--- src/rtl/fp_result_collector.sv ---
// Serial result collector for the FP adder: drives output_clk, samples serial_out MSB-first,
// and hands each assembled word to on-chip logic through a valid/ready holding register.
module fp_result_collector #(
  parameter int WIDTH       = 32,
  parameter int HALF_PERIOD = 4,
  parameter int CNT_W       = 8
) (
  input  logic             clk_in,
  input  logic             rst_in,
  input  logic             output_rdy_in,
  input  logic             serial_in,
  output logic             output_clk_out,
  output logic [WIDTH-1:0] result_out,
  output logic             result_valid_out,
  input  logic             result_ready_in,
  output logic             abort_out,
  output logic             busy_out,
  output logic [CNT_W-1:0] frame_cnt_out
);

  // state     | meaning
  // IDLE      | waiting for a result and a free holding register
  // LOW       | output_clk low phase; last cycle samples a bit and raises the strobe
  // HIGH      | output_clk high phase; last cycle lowers the strobe
  // DONE      | publish the assembled word
  // WAIT_DROP | frame complete, waiting for the adder to drop output_rdy
  typedef enum logic [2:0] {
    IDLE      = 3'd0,
    LOW       = 3'd1,
    HIGH      = 3'd2,
    DONE      = 3'd3,
    WAIT_DROP = 3'd4
  } state_t;

  localparam int BIT_W = $clog2(WIDTH);
  localparam int PH_W  = $clog2(HALF_PERIOD);
  localparam logic [BIT_W-1:0] BIT_LAST = BIT_W'(WIDTH - 1);
  localparam logic [PH_W-1:0]  PH_LAST  = PH_W'(HALF_PERIOD - 1);

  logic rst_meta_q, rst_n_q;
  logic rdy_meta_q, rdy_s_q;
  logic ser_meta_q, ser_s_q;

  state_t             state_q;
  logic [BIT_W-1:0]   bit_cnt_q;
  logic [PH_W-1:0]    phase_cnt_q;
  logic [WIDTH-1:0]   shift_q;
  logic [WIDTH-1:0]   result_q;
  logic               valid_q;
  logic               oclk_q;
  logic               abort_q;
  logic               busy_q;
  logic [CNT_W-1:0]   frame_cnt_q;

  // Reset asserts immediately through the async clear; release is retimed to clk_in.
  always_ff @(posedge clk_in or negedge rst_in) begin
    if (!rst_in) begin
      rst_meta_q <= 1'b0;
      rst_n_q    <= 1'b0;
    end else begin
      rst_meta_q <= 1'b1;
      rst_n_q    <= rst_meta_q;
    end
  end

  always_ff @(posedge clk_in or negedge rst_n_q) begin
    if (!rst_n_q) begin
      rdy_meta_q <= 1'b0;
      rdy_s_q    <= 1'b0;
      ser_meta_q <= 1'b0;
      ser_s_q    <= 1'b0;
    end else begin
      rdy_meta_q <= output_rdy_in;
      rdy_s_q    <= rdy_meta_q;
      ser_meta_q <= serial_in;
      ser_s_q    <= ser_meta_q;
    end
  end

  always_ff @(posedge clk_in or negedge rst_n_q) begin
    if (!rst_n_q) begin
      state_q     <= IDLE;
      bit_cnt_q   <= '0;
      phase_cnt_q <= '0;
      shift_q     <= '0;
      result_q    <= '0;
      valid_q     <= 1'b0;
      oclk_q      <= 1'b0;
      abort_q     <= 1'b0;
      busy_q      <= 1'b0;
      frame_cnt_q <= '0;
    end else begin
      abort_q <= 1'b0;
      if (valid_q && result_ready_in) begin
        valid_q <= 1'b0;
      end

      case (state_q)
        IDLE: begin
          oclk_q <= 1'b0;
          if (rdy_s_q && (!valid_q || result_ready_in)) begin
            state_q     <= LOW;
            bit_cnt_q   <= '0;
            phase_cnt_q <= '0;
            busy_q      <= 1'b1;
          end
        end

        LOW: begin
          if (!rdy_s_q) begin
            state_q <= IDLE;
            oclk_q  <= 1'b0;
            abort_q <= 1'b1;
            busy_q  <= 1'b0;
          end else if (phase_cnt_q == PH_LAST) begin
            shift_q     <= {shift_q[WIDTH-2:0], ser_s_q};
            oclk_q      <= 1'b1;
            phase_cnt_q <= '0;
            state_q     <= HIGH;
          end else begin
            phase_cnt_q <= phase_cnt_q + 1'b1;
          end
        end

        HIGH: begin
          if (!rdy_s_q) begin
            state_q <= IDLE;
            oclk_q  <= 1'b0;
            abort_q <= 1'b1;
            busy_q  <= 1'b0;
          end else if (phase_cnt_q == PH_LAST) begin
            oclk_q      <= 1'b0;
            phase_cnt_q <= '0;
            if (bit_cnt_q == BIT_LAST) begin
              state_q <= DONE;
            end else begin
              bit_cnt_q <= bit_cnt_q + 1'b1;
              state_q   <= LOW;
            end
          end else begin
            phase_cnt_q <= phase_cnt_q + 1'b1;
          end
        end

        // A coincident consumption is overridden here so the new word stays valid.
        DONE: begin
          result_q    <= shift_q;
          valid_q     <= 1'b1;
          frame_cnt_q <= frame_cnt_q + 1'b1;
          busy_q      <= 1'b0;
          state_q     <= WAIT_DROP;
        end

        WAIT_DROP: begin
          if (!rdy_s_q) begin
            state_q <= IDLE;
          end
        end

        default: begin
          state_q <= IDLE;
          oclk_q  <= 1'b0;
          busy_q  <= 1'b0;
        end
      endcase
    end
  end

  assign output_clk_out   = oclk_q;
  assign result_out       = result_q;
  assign result_valid_out = valid_q;
  assign abort_out        = abort_q;
  assign busy_out         = busy_q;
  assign frame_cnt_out    = frame_cnt_q;

endmodule

--- config.mk ---
export PLATFORM = sky130hd
export DESIGN_NAME = fp_result_collector
export DESIGN_NICKNAME = d
export VERILOG_FILES = /design/src/rtl/fp_result_collector.sv
export SDC_FILE = /design/constraint.sdc
export NUM_CORES = 1
export LEC_CHECK = 0
export ABC_AREA = 1
export ABC_CLOCK_PERIOD_IN_PS = 2600
export CORE_ASPECT_RATIO = 2
export CORE_MARGIN = 8
export CORE_UTILIZATION = 55
export DETAILED_ROUTE_END_ITERATION = 10
export DONT_BUFFER_PORTS = 1
export PLACE_DENSITY = 0.73
export REMOVE_ABC_BUFFERS = 1
export SLEW_MARGIN = 20
export SYNTH_ARGS = -nofsm -noshare
export SYNTH_HDL_FRONTEND = slang
export SYNTH_SLANG_ARGS = --single-unit
export TNS_END_PERCENT = 10
--- constraint.sdc ---
create_clock -name clk_in -period 2.6 [get_ports clk_in]
set_input_delay 0.52 -clock clk_in [delete_from_list [all_inputs] [get_ports clk_in]]
set_output_delay 0.52 -clock clk_in [all_outputs]
set_load 0.02 [all_outputs]
==> results.sh <==
export IMPL_clockRootBuffer="clkbuf_16"
export IMPL_max_freq_mhz=572
export IMPL_tightest_slew_ns=0.713
export IMPL_cts_tree="built"
export IMPL_max_cap_violations=0
export IMPL_crit_path_top_delay_cell="buf_4"
export IMPL_finalClockSkew_ns=0.00439
export IMPL_yosys_cell_count_top_type="nand2_1"
export IMPL_cp_arrival_ns=1.97
export IMPL_start_kind="flip-flop"
export IMPL_synthTopCellsByArea="dfrtp_1, nand2_1, inv_1"
export IMPL_grt_max_degree=66
export IMPL_die_h_um=132
export IMPL_tns_ns=0
export IMPL_slowest_delay_ns=0.47
export IMPL_io_pins=49
export IMPL_drt_vias_per_instance=5.10
export IMPL_synthDistinctLibCells=25
export IMPL_synth_seq_area_share_pct=62.7
export IMPL_rsz0062_at_grt="no"
export IMPL_via_count=2443
export IMPL_hold_class="in -> reg"
export IMPL_finalCriticalPeriod_ns=1.75
export IMPL_crit_fanout=54
export IMPL_synth_area_um2=3670
export IMPL_criticalPathCategory="reg -> reg"
export IMPL_gr_total_overflow=0
export IMPL_crit_path_cell_trace="inv_1, nand3_2, buf_4, mux2_2"
export IMPL_max_slew_margin_rel_pct=52.4
export IMPL_synth_seq_cells=92
export IMPL_ant_nets=0
export IMPL_synth_cells=386
export IMPL_cp_end_kind="flip-flop"
export IMPL_slew_viol_final=0
export IMPL_antenna_found_initial=0
export IMPL_drcViolationCount=0
export IMPL_numCtsBuffers=9
export IMPL_initial_core_util_pct=55.9
export IMPL_drt_first_pass_iters=4
export IMPL_clk_insertion_delay_late_ns=0.34
export IMPL_cp_required_ns=2.82
export IMPL_initialDrtViolationCount=131
export IMPL_synth_ff_type="dfrtp_1"
export IMPL_drive_gt1_share_pct=7.67
export IMPL_final_area_um2=4080
export IMPL_htreeDepth=3
export IMPL_rows=42
export IMPL_power_density_nw_per_um2=924
export IMPL_yosysWarningCount=0
export IMPL_io_buffers=0
export IMPL_p_total_mw=3.77
export IMPL_async_flop_share_pct=100
export IMPL_cts_buffer_depth=2
export IMPL_coreArea_um2=6570
export IMPL_synth_edff_count=0
export IMPL_fin_crit_sh_pct=67.2
export IMPL_grt_pass1_wl_um=12100
export IMPL_grt_total_usage_pct=16.1
export IMPL_utilization_pct=62.1
export IMPL_nNetsFinal=395
export IMPL_status="complete, no violations"
export IMPL_avgSynthCellArea_um2=9.52
export IMPL_wl_per_cell_um=14.5
export IMPL_holdPathStages=0
export IMPL_r2r_cells=4
export IMPL_placed_area_um2=3730
export IMPL_n_antenna_cell=0
export IMPL_area_growth_syn_to_layout_pct=11.0
export IMPL_synth_commonest_cells="nand2_1, dfrtp_1, inv_1"
export IMPL_p_leak_nw=1.95
export IMPL_die_area_um2=9710
export IMPL_path_clk_slew_ns=0.06
export IMPL_synth_top_area_share_pct=62.7
export IMPL_setup_viol=0
export IMPL_synth_top_area_cell="dfrtp_1"
export IMPL_routed_wl_um=6930
export IMPL_globalplace_congestion=0.878
export IMPL_hold_viol_final=0
export IMPL_clock_sinks=92
export IMPL_ir_drop_v=0.000534
export IMPL_hpwl_um=4790
export IMPL_die_width_um=73.8
export IMPL_first_global_vias=2480
-- cell families after synthesis --
| family | count (synthesis) | share of synthesized area, % |
|---|---|---|
| AOI/OAI and AO/OA | 71 | 9.74 |
| xor gates and xnor gates | 7 | 1.67 |
| adders and majority gates | 4 | 1.36 |
| buffers and inverters | 64 | 7.46 |
| DFF | 92 | 62.7 |
| muxes | 2 | 0.613 |
| other | 1 | 0.102 |
| and+or+nand+nor | 145 | 16.4 |
-- layout by cell type, fill, tap and decap left out, drive strengths merged, types with 2 or more instances in the layout --
| master | n |
|---|---|
| clkinv | 2 |
| buf | 3 |
| nand2 | 106 |
| nor2 | 15 |
| xor2 | 6 |
| a21oi | 6 |
| bufinv | 2 |
| dfrtp | 92 |
| inv | 49 |
| clkbuf | 12 |
| nand3 | 20 |
| o21ai | 64 |
| mux2 | 2 |
| ha | 4 |
-- layer usage --
layer	vias up	global-route usage [%]	part of all wire (%)
met5	-	0	0
met4	0	9.64	3.5
met3	14	5.49	6.4
met2	44	25.0	52
met1	1178	18.2	38
li1	1207	-	-
-- registers in the layout, summed over array words and instances (netlist names), 2 cells and up --
name / cells
result_out: 32
shift_q: 32
frame_cnt_out: 8
bit_cnt_q: 5
state_q: 3
phase_cnt_q: 2
-- per-stage QoR --
step / setup WS (ns) / hold slack [ns] / std cells
floorplan: -0.152 / 0.224 / 371
global placement: 0.916 / 0.224 / 462
detailed placement: 0.873 / 0.224 / 462
CTS: 0.853 / 0.192 / 479
global route: 0.705 / 0.190 / 479
finish: 0.853 / 0.206 / 479
-- where the power goes --
part / leakage [nW] / switching, mW / total, mW / internal [mW]
Clock: 0.169 / 0.515 / 1.43 / 0.917
Sequential: 1.24 / 0.216 / 1.77 / 1.55
Combinational: 0.539 / 0.389 / 0.568 / 0.179
Total: 1.95 / 1.12 / 3.77 / 2.65
-- worst max-delay path: cells and delay by family, from the launching register on --
| kind | cells | cell delay (ns) |
|---|---|---|
| buffers and inverters | 2 | 0.58 |
| DFF | 1 | 0.38 |
| muxes | 1 | 0.38 |
| and+or+nand+nor | 1 | 0.27 |
-- worst paths after layout --
path / slack (ns) / startpoint / endpoint
max in group asynchronous: 1.56 / rst_n_q$_DFF_PN0_ / abort_out$_DFF_PN0_
max reg2reg: 0.85 / state_q[2]$_DFFE_PN0P_ / result_out[31]$_DFFE_PN0P_
min reg2reg: 0.35 / ser_meta_q$_DFF_PN0_ / ser_s_q$_DFF_PN0_
max: 0.85 / state_q[2]$_DFFE_PN0P_ / result_out[31]$_DFFE_PN0P_
min in group asynchronous: 0.38 / rst_n_q$_DFF_PN0_ / result_out[2]$_DFFE_PN0P_
min: 0.21 / serial_in / ser_meta_q$_DFF_PN0_
-- timing repair --
item,4_1_cts,5_1_grt
resized for setup,0,0
hold buffers,1,0
setup buffers,0,0
endpoints found under the hold margin,2,0
-- cell type report --
type | instances | area [um^2]
tap | 88 | 110
clock buffer | 12 | 267
sequential | 92 | 2310
inverter | 49 | 184
timing repair buffer | 4 | 45.0
clock inverter | 4 | 70.1
multi-input combinational | 230 | 1100
fill | 546 | 2490
Power figures use the tool's default switching activity.
